File: src/rtl/elelock_ng.sv
// Keypad code lock: BCD entry shift register, unlock compare, code programming
// and a timed lockout after repeated wrong entries.
module elelock_ng #(
  parameter int                  DIGITS      = 4,
  parameter logic [4*DIGITS-1:0] SECRET      = 16'h1799,
  parameter int                  MAX_FAIL    = 3,
  parameter int                  LOCKOUT_CYC = 16
) (
  input  logic                  ck,
  input  logic                  reset,
  input  logic [9:0]            tenkey,
  input  logic                  close,
  input  logic                  setmode,
  output logic                  lock,
  output logic                  alarm,
  output logic [4*DIGITS-1:0]   key
);

  localparam int          KW      = 4 * DIGITS;
  localparam logic [3:0]  LAST    = 4'(DIGITS - 1);
  localparam logic [3:0]  CNT_MAX = 4'(DIGITS);
  localparam logic [3:0]  MAXF    = 4'(MAX_FAIL);
  localparam logic [15:0] LO_INIT = 16'(LOCKOUT_CYC - 1);
  localparam logic [KW-1:0] ALL_F = {KW{1'b1}};

  typedef enum logic [1:0] {LOCKED, OPEN, PROG, LOCKOUT} state_t;

  state_t        state_q, state_d;
  logic [KW-1:0] key_q, key_d;
  logic [KW-1:0] code_q, code_d;
  logic [3:0]    cnt_q, cnt_d;
  logic [3:0]    fail_q, fail_d;
  logic [15:0]   lo_q, lo_d;
  logic [9:0]    tenkey_q;

  logic          press;
  logic [3:0]    digit;
  logic [KW-1:0] shifted;
  logic [3:0]    fail_inc;

  // A press is a clean one-hot edge out of an idle keypad.
  assign press    = $onehot(tenkey) && (tenkey_q == 10'd0);
  assign shifted  = KW'({key_q, digit});
  assign fail_inc = (fail_q == 4'hF) ? fail_q : fail_q + 4'd1;
  assign key      = key_q;

  always_comb begin
    digit = 4'd0;
    for (int i = 0; i < 10; i++)
      if (tenkey[i]) digit = 4'(i);
  end

  always_ff @(posedge ck or posedge reset) begin
    if (reset) begin
      state_q  <= LOCKED;
      key_q    <= ALL_F;
      code_q   <= SECRET;
      cnt_q    <= 4'd0;
      fail_q   <= 4'd0;
      lo_q     <= 16'd0;
      tenkey_q <= 10'd0;
    end else begin
      state_q  <= state_d;
      key_q    <= key_d;
      code_q   <= code_d;
      cnt_q    <= cnt_d;
      fail_q   <= fail_d;
      lo_q     <= lo_d;
      tenkey_q <= tenkey;
    end
  end

  always_comb begin
    state_d = state_q;
    key_d   = key_q;
    code_d  = code_q;
    cnt_d   = cnt_q;
    fail_d  = fail_q;
    lo_d    = lo_q;
    lock    = 1'b1;
    alarm   = 1'b0;
    case (state_q)
      LOCKED: begin
        if (close) begin
          key_d = ALL_F;
          cnt_d = 4'd0;
        end else if (press) begin
          if (cnt_q == LAST) begin
            key_d = ALL_F;
            cnt_d = 4'd0;
            if (shifted == code_q) begin
              state_d = OPEN;
              fail_d  = 4'd0;
            end else begin
              fail_d = fail_inc;
              if (fail_inc >= MAXF) begin
                state_d = LOCKOUT;
                lo_d    = LO_INIT;
              end
            end
          end else begin
            key_d = shifted;
            cnt_d = cnt_q + 4'd1;
          end
        end
      end
      OPEN: begin
        lock = 1'b0;
        if (close) begin
          state_d = LOCKED;
          key_d   = ALL_F;
          cnt_d   = 4'd0;
        end else if (setmode) begin
          state_d = PROG;
          key_d   = ALL_F;
          cnt_d   = 4'd0;
        end else if (press) begin
          key_d = shifted;
          if (cnt_q != CNT_MAX) cnt_d = cnt_q + 4'd1;
        end
      end
      PROG: begin
        lock = 1'b0;
        if (close) begin
          state_d = LOCKED;
          key_d   = ALL_F;
          cnt_d   = 4'd0;
        end else if (press) begin
          if (cnt_q == LAST) begin
            code_d  = shifted;
            state_d = OPEN;
            key_d   = ALL_F;
            cnt_d   = 4'd0;
          end else begin
            key_d = shifted;
            cnt_d = cnt_q + 4'd1;
          end
        end
      end
      LOCKOUT: begin
        alarm = 1'b1;
        if (lo_q == 16'd0) begin
          state_d = LOCKED;
          fail_d  = 4'd0;
        end else begin
          lo_d = lo_q - 16'd1;
        end
      end
      default: state_d = LOCKED;
    endcase
  end

endmodule
File: config.mk
export PLATFORM = sky130hd
export DESIGN_NAME = elelock_ng
export DESIGN_NICKNAME = d
export VERILOG_FILES = /design/src/rtl/elelock_ng.sv
export SDC_FILE = /design/constraint.sdc
export NUM_CORES = 1
export LEC_CHECK = 0
export CAP_MARGIN = 20
export CORE_ASPECT_RATIO = 0.75
export CORE_MARGIN = 2
export CORE_UTILIZATION = 61
export DETAILED_ROUTE_END_ITERATION = 8
export PLACE_DENSITY_LB_ADDON = 0.2
export REMOVE_ABC_BUFFERS = 1
export SYNTH_ARGS = -nofsm -noshare
export SYNTH_HDL_FRONTEND = slang
export SYNTH_SLANG_ARGS = --single-unit
File: constraint.sdc
create_clock -name ck -period 5.3 [get_ports ck]
set_clock_uncertainty 0.2 [all_clocks]
set_input_delay 1.325 -clock ck [delete_from_list [all_inputs] [get_ports ck]]
set_output_delay 1.325 -clock ck [all_outputs]
set_load 0.01 [all_outputs]
=== Word-level counts from Yosys, hierarchy flattened ===
Cells that the tools add are included.

* Order comparisons: 1
* Bitwise operators: 1
* Reduce and logical (&&, ||, !) cells: 14
* Equal/unequal tests: 22
* $add $sub $neg: 12
* Multiplexer cells: 52

{| class="wikitable"
|+ Operators by type and width
! operator !! count
|-
| two-way mux 16 bit || 12
|-
| two-way mux 4 bit || 21
|-
| case mux 16 bit (2 select lines) || 2
|-
| two-way mux 2 bit || 11
|-
| equality test 16 bit || 1
|-
| logical NOT 16 bit || 1
|-
| case mux 4 bit (2 select lines) || 2
|-
| subtractor 16 x 1 -> 16 bit, second input constant || 1
|-
| inequality test 2 bit, second input constant || 7
|-
| inequality test 3 bit, second input constant || 4
|-
| adder 1 x 1 -> 2 bit || 5
|-
| logical NOT 10 bit || 1
|-
| adder 4 x 1 -> 4 bit, second input constant || 2
|-
| inequality test 4 bit, second input constant || 2
|-
| case mux 2 bit (4 select lines) || 1
|-
| AND reduction 4 bit || 2
|-
| AND reduction 8 bit || 1
|-
| AND reduction 7 bit || 1
|-
| adder 2 x 2 -> 3 bit || 2
|-
| AND reduction 5 bit || 1
|-
| adder 3 x 3 -> 4 bit || 1
|-
| adder 4 x 2 -> 4 bit || 1
|-
| equality test 2 bit, second input constant || 2
|-
| equality test 4 x 1 -> 1 bit, second input constant || 1
|-
| 13 further kinds || 17
|}

* Word-level logic and storage cells: 109
* Input port bits: 14
* Register bits after elaboration: 68
* Output and inout port bits: 18

=== Depth between registers and ports, before layout ===
* Word-level depth: 15
* Gate-level depth with buffers: 16
* Gate-level depth less buffers: 14

=== Worst setup path after synthesis ===
No wires, ideal clock.

* Kind: input -> register
* Start: input tenkey[0]
* End: register lo_q[2]
* Library setup time: 0.121 ns
* Path buffers: 2
* Required time: 4.979 ns
* Setup slack: -0.283 ns
* Arrival: 5.262 ns
* Stages on the path: 16
* Path through: fa_1 -> fa_1 -> inv_1 -> fa_1 -> inv_1 -> ha_1 -> inv_1 -> fa_1 -> a2111oi_2 -> o2111ai_1 -> o31a_1 -> a311o_1 -> or2_1 -> buf_4 -> buf_6 -> o22a_1

* Word-level cells in the longest chain between the ends: 8

{| class="wikitable"
|+ RTL lines
! item !! RTL line !! text
|-
| start: declaration || 11 || <nowiki>input logic [9:0] tenkey,</nowiki>
|-
| adder 1 x 1 -> 2 bit (implied by the code) || 42 || <nowiki>assign press = $onehot(tenkey) && (tenkey_q == 10'd0);</nowiki>
|-
| adder 2 x 2 -> 3 bit (implied by the code) || 42 ||
|-
| adder 3 x 3 -> 4 bit (implied by the code) || 42 ||
|-
| adder 4 x 2 -> 4 bit (implied by the code) || 42 ||
|-
| equality test 4 x 1 -> 1 bit || 42 ||
|-
| logical AND 1 bit || 42 ||
|-
| inequality test 2 bit (no line) || n/a ||
|-
| AND reduction 7 bit (no line) || n/a ||
|-
| end signal: assignment || 68 || <nowiki>lo_q <= lo_d;</nowiki>
|-
| end: declaration || 33 || <nowiki>logic [15:0] lo_q, lo_d;</nowiki>
|}

No other way between the ends.
A chain may end at the register's enable or synchronous reset.

=== Final worst setup path ===
* Start: input tenkey[3]
* End: register lo_q[12]

* Word-level cells in the longest chain between the ends: 10
* Elaborated cells between the ends (all ways): 17
* Classes of those cells: add/sub (4); eq/ne (4); mux (7); reduce/logical (2)

{| class="wikitable"
|+ RTL lines
! item
|-
| parallel branches: the longest is 9 deep, another holds adder 3 x 3 -> 4 bit
|-
| AND reduction 7 bit (no line) *
|}

Every way passes the cells marked *.

==> results.json <==
{
  "rr_startpoint": "lo_q[1]",
  "core_area_sq_um": 5916,
  "synth.ff_latch_count": 68,
  "period_share": 1.012,
  "timing.rr.end": "lo_q[2]",
  "syn2layout_area_growth_pct": 23.65,
  "worst_setup_hold_path_clk_slew_ps": 80,
  "end_point_of_the_critical_path": "lo_q[12]",
  "dpl-instance-area_sq_um": 4363,
  "floorplan.io_pins": 32,
  "reg2reg_setup_slack_ps": 2400,
  "avg_cell_area_syn_sq_um": 9.871,
  "p_leak_nw": 1.928,
  "cts_buffers": 9,
  "cts-root-to-sink-buffers": 2,
  "cp_data_arrival_time_ps": 5440,
  "rows": 24,
  "grt_first_pass_wirelength_um": 15680,
  "synth_cells": 387,
  "ys_top_cells_by_count": "47 x sky130_fd_sc_hd__nor2_1, 44 x sky130_fd_sc_hd__dfrtp_1, 28 x sky130_fd_sc_hd__inv_1",
  "largest_net_degree_at_the_start_of_global_routing": 48,
  "fmaxAchievable_mhz": 186.5,
  "route.detailed.vias_per_inst": 6.392,
  "critical_path.slowest_cell": "sky130_fd_sc_hd__fa_1",
  "critPathLaunchType": "input port",
  "cap_violations": 0,
  "crit_path_from": "tenkey[3]",
  "skew_pair_late_insertion_delay_ps": 350,
  "critical_path_class": "input port to flip-flop",
  "cp_cell_sequence": "buf_6 -> fa_1 -> fa_1 -> inv_2 -> fa_1 -> inv_2 -> ha_4 -> inv_2 -> fa_2 -> nor4b_4 -> o2111ai_2 -> o31a_1 -> a311o_1 -> or2_4 -> buf_6 -> o211ai_2",
  "outcome": "finished with violations",
  "cts_h_tree_depth": 3,
  "final_worst_path_setup_slack_ps": -63.35,
  "post-route-min-period_ps": 5363,
  "synth_top_area_frac": 0.2882,
  "setup-violations-final": 12,
  "drt_drc_violations_left": 0,
  "relSlewSlack": 0.2577,
  "maxSlewViolCount": 0,
  "cts_tree": "yes",
  "critPathMaxStageDelay_ps": 540,
  "post-layout-total-power_mw": 2.251,
  "irDropWorstVdd_mv": 0.3693,
  "dieWidth_um": 95.38,
  "synthArstFlopShare": 1.000,
  "yosysWarningCount": 0,
  "area_leader_netlist": "sky130_fd_sc_hd__dfrtp_1",
  "drt_pre_antenna_iters": 5,
  "via_count": 3375,
  "ant_nets": 0,
  "synth-seq-area-share": 0.4533,
  "worstHoldPathType": "flip-flop to flip-flop",
  "post_cts_hold_buffer_count": 0,
  "die-height_um": 72.53,
  "grt_pass1_vias": 3262,
  "finalHoldViolations": 0,
  "place_hpwl_um": 6456,
  "synthFlopType": "sky130_fd_sc_hd__dfrtp_1",
  "unique_masters_post_synth": 59,
  "power_per_cell_area_nw_per_um2": 476.6,
  "grt-ovfl-total": 0,
  "start_util": 0.6457,
  "die_area_sq_um": 6918,
  "synth.top_cells.by_area": "sky130_fd_sc_hd__dfrtp_1 29%, sky130_fd_sc_hd__dfstp_2 17%, sky130_fd_sc_hd__nor2_1 4.6%",
  "netlist_area_sq_um": 3820,
  "final_util": 0.7984,
  "port-buffer-count": 31,
  "cp_max_fo": 5,
  "critPathCaptureType": "flip-flop",
  "antenna_found_initial": 0,
  "cts.sink_count": 68,
  "worst-r2r-cell-count": 9,
  "rsz_0062_raised_after_global_routing": "true",
  "number_of_synthesized_flops_with_an_enable_pin": 0,
  "gr_util_all_layers": 0.2969,
  "failed_checks": "setup timing",
  "nNetsFinal": 475,
  "worst_ep_required_time_ps": 5380,
  "count_leader_synth": "sky130_fd_sc_hd__nor2_1",
  "drive_above_1_share": 0.2667,
  "final_cell_area_sq_um": 4723,
  "timing_worst_slew_pin_value_ps": 1107,
  "cts-root-buf": "sky130_fd_sc_hd__clkbuf_8",
  "wl_um": 10010,
  "wl_per_cell_um": 18.95,
  "n_antenna_cell": 0,
  "place_congestion": 0.8545,
  "drt_first_iter_violations": 317,
  "hold_ws_ps": 309.6
}
routing by layer:
layer | global-route usage | vias to the layer above | wire length, um
met5 | 0 | - | 0
met4 | 0.1063 | 0 | 201
met3 | 0.06750 | 25 | 570
met2 | 0.4679 | 159 | 4906
met1 | 0.4081 | 1683 | 4328
li1 | - | 1508 | -
metrics by stage:
step / TNS [ps] / setup slack, ps / std cells
2_1_floorplan: -16850 / -956.3 / 373
3_3_place_gp: -25460 / -826.8 / 505
3_5_place_dp: -35740 / -1035 / 505
4_1_cts: 0 / 2.797 / 525
5_1_grt: -1776 / -144.4 / 528
6_report: -319.1 / -63.35 / 528
cell type report:
| class | count | area (sq um) |
|---|---|---|
| clock buffers | 10 | 127.6 |
| flip-flops and latches | 68 | 1732 |
| inverters | 28 | 105.1 |
| clock inverters | 6 | 63.81 |
| multi-input cells | 278 | 2024 |
| repair buffers | 60 | 573.1 |
| fillers | 369 | 1192 |
| well taps | 78 | 97.59 |
worst min path at each step:
stage | slack [ps] | end | cells past startpoint | startpoint
5_1_grt | 320 | key[15] | 2 | key[15]
2_1_floorplan | 270 | code_q[2] | 2 | code_q[2]
3_3_place_gp | 290 | key[14] | 2 | key[14]
3_5_place_dp | 300 | key[15] | 2 | key[15]
4_1_cts | 310 | key[15] | 2 | key[15]
6_report | 310 | key[15] | 2 | key[15]
what timing repair did:
item,CTS,global route
gates cloned,1,0
gates resized for setup,47,16
pin swaps,13,18
setup buffers,3,2
hold endpoints to repair,0,0
endpoints found under the setup margin,57,16
cell usage in the layout (no fill, tap or decap), types with 3 or more instances in the layout:
cell and n:
sky130_fd_sc_hd__clkbuf_8 9, sky130_fd_sc_hd__nand2b_1 6, sky130_fd_sc_hd__o211ai_2 7, sky130_fd_sc_hd__a2111oi_0 4
sky130_fd_sc_hd__a21boi_0 4, sky130_fd_sc_hd__a211oi_1 3, sky130_fd_sc_hd__clkdlybuf4s50_1 25, sky130_fd_sc_hd__buf_4 21
sky130_fd_sc_hd__a31oi_1 4, sky130_fd_sc_hd__o211ai_1 3, sky130_fd_sc_hd__inv_1 24, sky130_fd_sc_hd__nor2b_1 3
sky130_fd_sc_hd__or2_2 3, sky130_fd_sc_hd__o31a_1 3, sky130_fd_sc_hd__o21ai_1 10, sky130_fd_sc_hd__nor2_1 47
sky130_fd_sc_hd__nand3b_1 8, sky130_fd_sc_hd__nand4_1 5, sky130_fd_sc_hd__buf_6 8, sky130_fd_sc_hd__inv_2 4
sky130_fd_sc_hd__buf_12 3, sky130_fd_sc_hd__dfstp_2 24, sky130_fd_sc_hd__mux2_2 13, sky130_fd_sc_hd__buf_2 3
sky130_fd_sc_hd__xnor2_1 13, sky130_fd_sc_hd__o31ai_1 3, sky130_fd_sc_hd__ha_1 9, sky130_fd_sc_hd__o311ai_2 3
sky130_fd_sc_hd__dfrtp_1 44, sky130_fd_sc_hd__nor3_1 9, sky130_fd_sc_hd__mux2i_1 3, sky130_fd_sc_hd__or3_1 3
sky130_fd_sc_hd__nand3_1 14, sky130_fd_sc_hd__nand2_1 19, sky130_fd_sc_hd__a21oi_1 21, sky130_fd_sc_hd__fa_1 5
sky130_fd_sc_hd__o21ai_0 8, sky130_fd_sc_hd__nand4b_1 3
state kept, by name (all words and copies together), names as in the netlist:
signal	flops
state_q	2
key	16
lo_q	16
tenkey_q	10
code_q	16
fail_q	4
cnt_q	4
power by group:
group | internal, mW | total, mW | switching (mW)
clock | 0.217 | 0.426 | 0.209
sequential | 0.669 | 0.831 | 0.162
combinational | 0.462 | 0.994 | 0.532
critical path, delay by kind of cell:
kind,cells,cell delay (ps)
adder cells (fa/ha/maj),5,2140
AO/OA/AOI/OAI,4,1030
AND/OR/NAND/NOR,2,530
buffers and inverters,5,420
cells by family after synthesis:
logic type	count (synthesis)	share of synthesized area
mux	16	0.04618
fa+ha+maj	16	0.06420
flops	68	0.4533
xor+xnor	13	0.02981
buf+inv	42	0.04553
simple gates	139	0.1883
compound gates	93	0.1726
No activity file was read; power rests on OpenSTA's default activity.
==> edit: new RTL, same flow settings <==
One comparison of `cnt_q` changes from == to >=.
--- a/src/rtl/elelock_ng.sv
+++ b/src/rtl/elelock_ng.sv
@@ -127,5 +127,5 @@
           cnt_d   = 4'd0;
         end else if (press) begin
-          if (cnt_q == LAST) begin
+          if (cnt_q >= LAST) begin
             code_d  = shifted;
             state_d = OPEN;
Formal check against the unedited RTL: same outputs for any inputs over 4 cycles, from zero or initial values and one cycle with reset high; that may be too few to reach the edited logic, so the function may still have changed.
==> edit against the original RTL <==
- cell count increased by 5.9%
- fmax increased by 0.80%
- power increased by 24%
- the flow still finishes with violations (setup timing)
- largest cell class unchanged
- sequential power increased by 0.6%
- synthesized area increased by 6.6%
- design area increased by 6.4%
- synthesized cell count increased by 8.3%
- clock power increased by 11%
- combinational power increased by 50%
- setup slack improved by 0.042 ns
- routed wire length increased by 3.6%
- sequential cell count unchanged
==> edit: results (changes against the original RTL) <==
Worst setup path
  – Worst path arrival time: 5.36 ns (-0.08 ns)
  – Worst reg2reg setup slack: 1.99 ns (-0.41 ns)
  – CP startpoint: tenkey[1]
  – Max FO, Critical Path: 6 (+1)
  – Reg2reg end: lo_q[3]$_DFFE_PP0P_
  – FF-to-FF path depth: 10 (+1)
  – R2R Path Start: lo_q[0]$_DFFE_PP0P_
  – Critical Path End: lo_q[15]$_DFFE_PP0P_

Final layout
  – Clk cell area share: 4.33% (+0.28 points)
  – Comb_multi_in: 307 (+10%)
  – Fill count: 405 (+9.8%)
  – Final Net Count: 504 (+6.1%)
  – Nonclk inv count: 27 (-3.6%)
  – Layout cells sized above 1: 26.8% (+0.11 points)
  – Final instance area: 5030 um^2 (+6.4%)
  – Layout non-clock buf frac: 11.6% (-0.53 points)
  – Sequential cells: 68 (unchanged)
  – Multi-input combinational area share: 45.6% (+2.7 points)

Synthesis
  – Synth cell count leaders: dfrtp_1, o21ai_0, nand2_1, inv_1, dfstp_2
  – Largest cells by area after synthesis: dfrtp_1, dfstp_2, o21ai_0
  – Register area share after synthesis: 42.5% (-2.8 points)
  – Yosys cell types: 60 (+1.7%)
  – Average size of a mapped cell: 9.72 um^2 (-1.6%)

Clock tree
  – Clk pin slew, worst setup/hold paths: 0.09 ns
  – Postcts setup bufs: 5 (+2)
  – Clk_lat worst skew: ~0.36 ns
  – Cts repair resizes: 22 (-53%)

Routing
  – Vias per std cell: 6.42 (+0.42%)
  – Starting DRT DRC Count: 285 (-10%)
  – DR WL/cell: 18.5 um (-2.2%)
  – Via count: 3588 (+6.3%)

Global route
  – Largest net degree at the start of global routing: 53 (+10%)
  – GRT Total Usage: 29.4% (-0.33 points)
  – GR Layer Usage met3: 5.39% (-1.4 points)
  – First-pass GRT wire length: 16.9 mm (+7.8%)
  – Grt met2 use: 47.9% (+1.1 points)
  – Vias in the first global route: 3483 (+6.8%)
  – Global routing usage on met1: 40.1% (-0.73 points)

Power and ir drop
  – Worst vdd ir: 0.435 mV (+18%)
  – Pleak: 0.00210 uW (+8.9%)

Place
  – Dpl hpwl: 6.72 mm (+4.1%)
  – Final RePlAce weighted congestion: 0.867 (+1.4%)
  – Pre-CTS WS: -0.805 ns (+0.230 ns)
  – Dpl cell area: 4590 um^2 (+5.2%)
  – Post-placement cell count: 535 (+5.9%)

Status
  – Status: finished with violations
  – Failing checks: setup timing

Timing
  – Worst setup margin: -0.0209 ns (+0.0424 ns)
  – Worst hold slack: 0.283 ns (-0.0267 ns)
  – Worst-Margin Slew: 0.969 ns (-0.138 ns)
  – Total negative slack: -0.0327 ns (+0.286 ns)
  – Finish-stage setup viols: 3 (-9)

Worst hold path
  – Hold Crit Start: key[13]$_DFFE_PP1P_
  – WHS Path Cells: 2 (unchanged)
  – Hold path endpoint: key[13]$_DFFE_PP1P_
-- edit: cells by family after synthesis --
family,Yosys count,share of synthesized area (%)
fa+ha+maj,17,6.33
buf+inv,44,4.67
compound gates,115,19.6
xor+xnor,14,3.01
flops,68,42.5
simple gates,143,18.8
mux,18,4.98
-- edit: critical path, delay by kind of cell --
family / cells / cell delay [ns]
buffers and inverters: 7 / 0.80
and+or+nand+nor: 1 / 0.20
AOI/OAI and AO/OA: 5 / 0.85
adders and majority gates: 5 / 2.18
-- edit: layer usage --
| layer | vias up | share of wire [%] |
|---|---|---|
| met2 | 183 | 48 |
| li1 | 1638 | - |
| met1 | 1748 | 43 |
| met5 | - | 0 |
| met3 | 19 | 7.7 |
| met4 | 0 | 1.6 |
-- edit: power breakdown --
group / leakage (uW) / switching, uW / internal [uW]
registers: 0.000812 / 142 / 694
logic: 0.00118 / 813 / 680
clock network: 0.000106 / 207 / 266
total: 0.00210 / 1160 / 1640
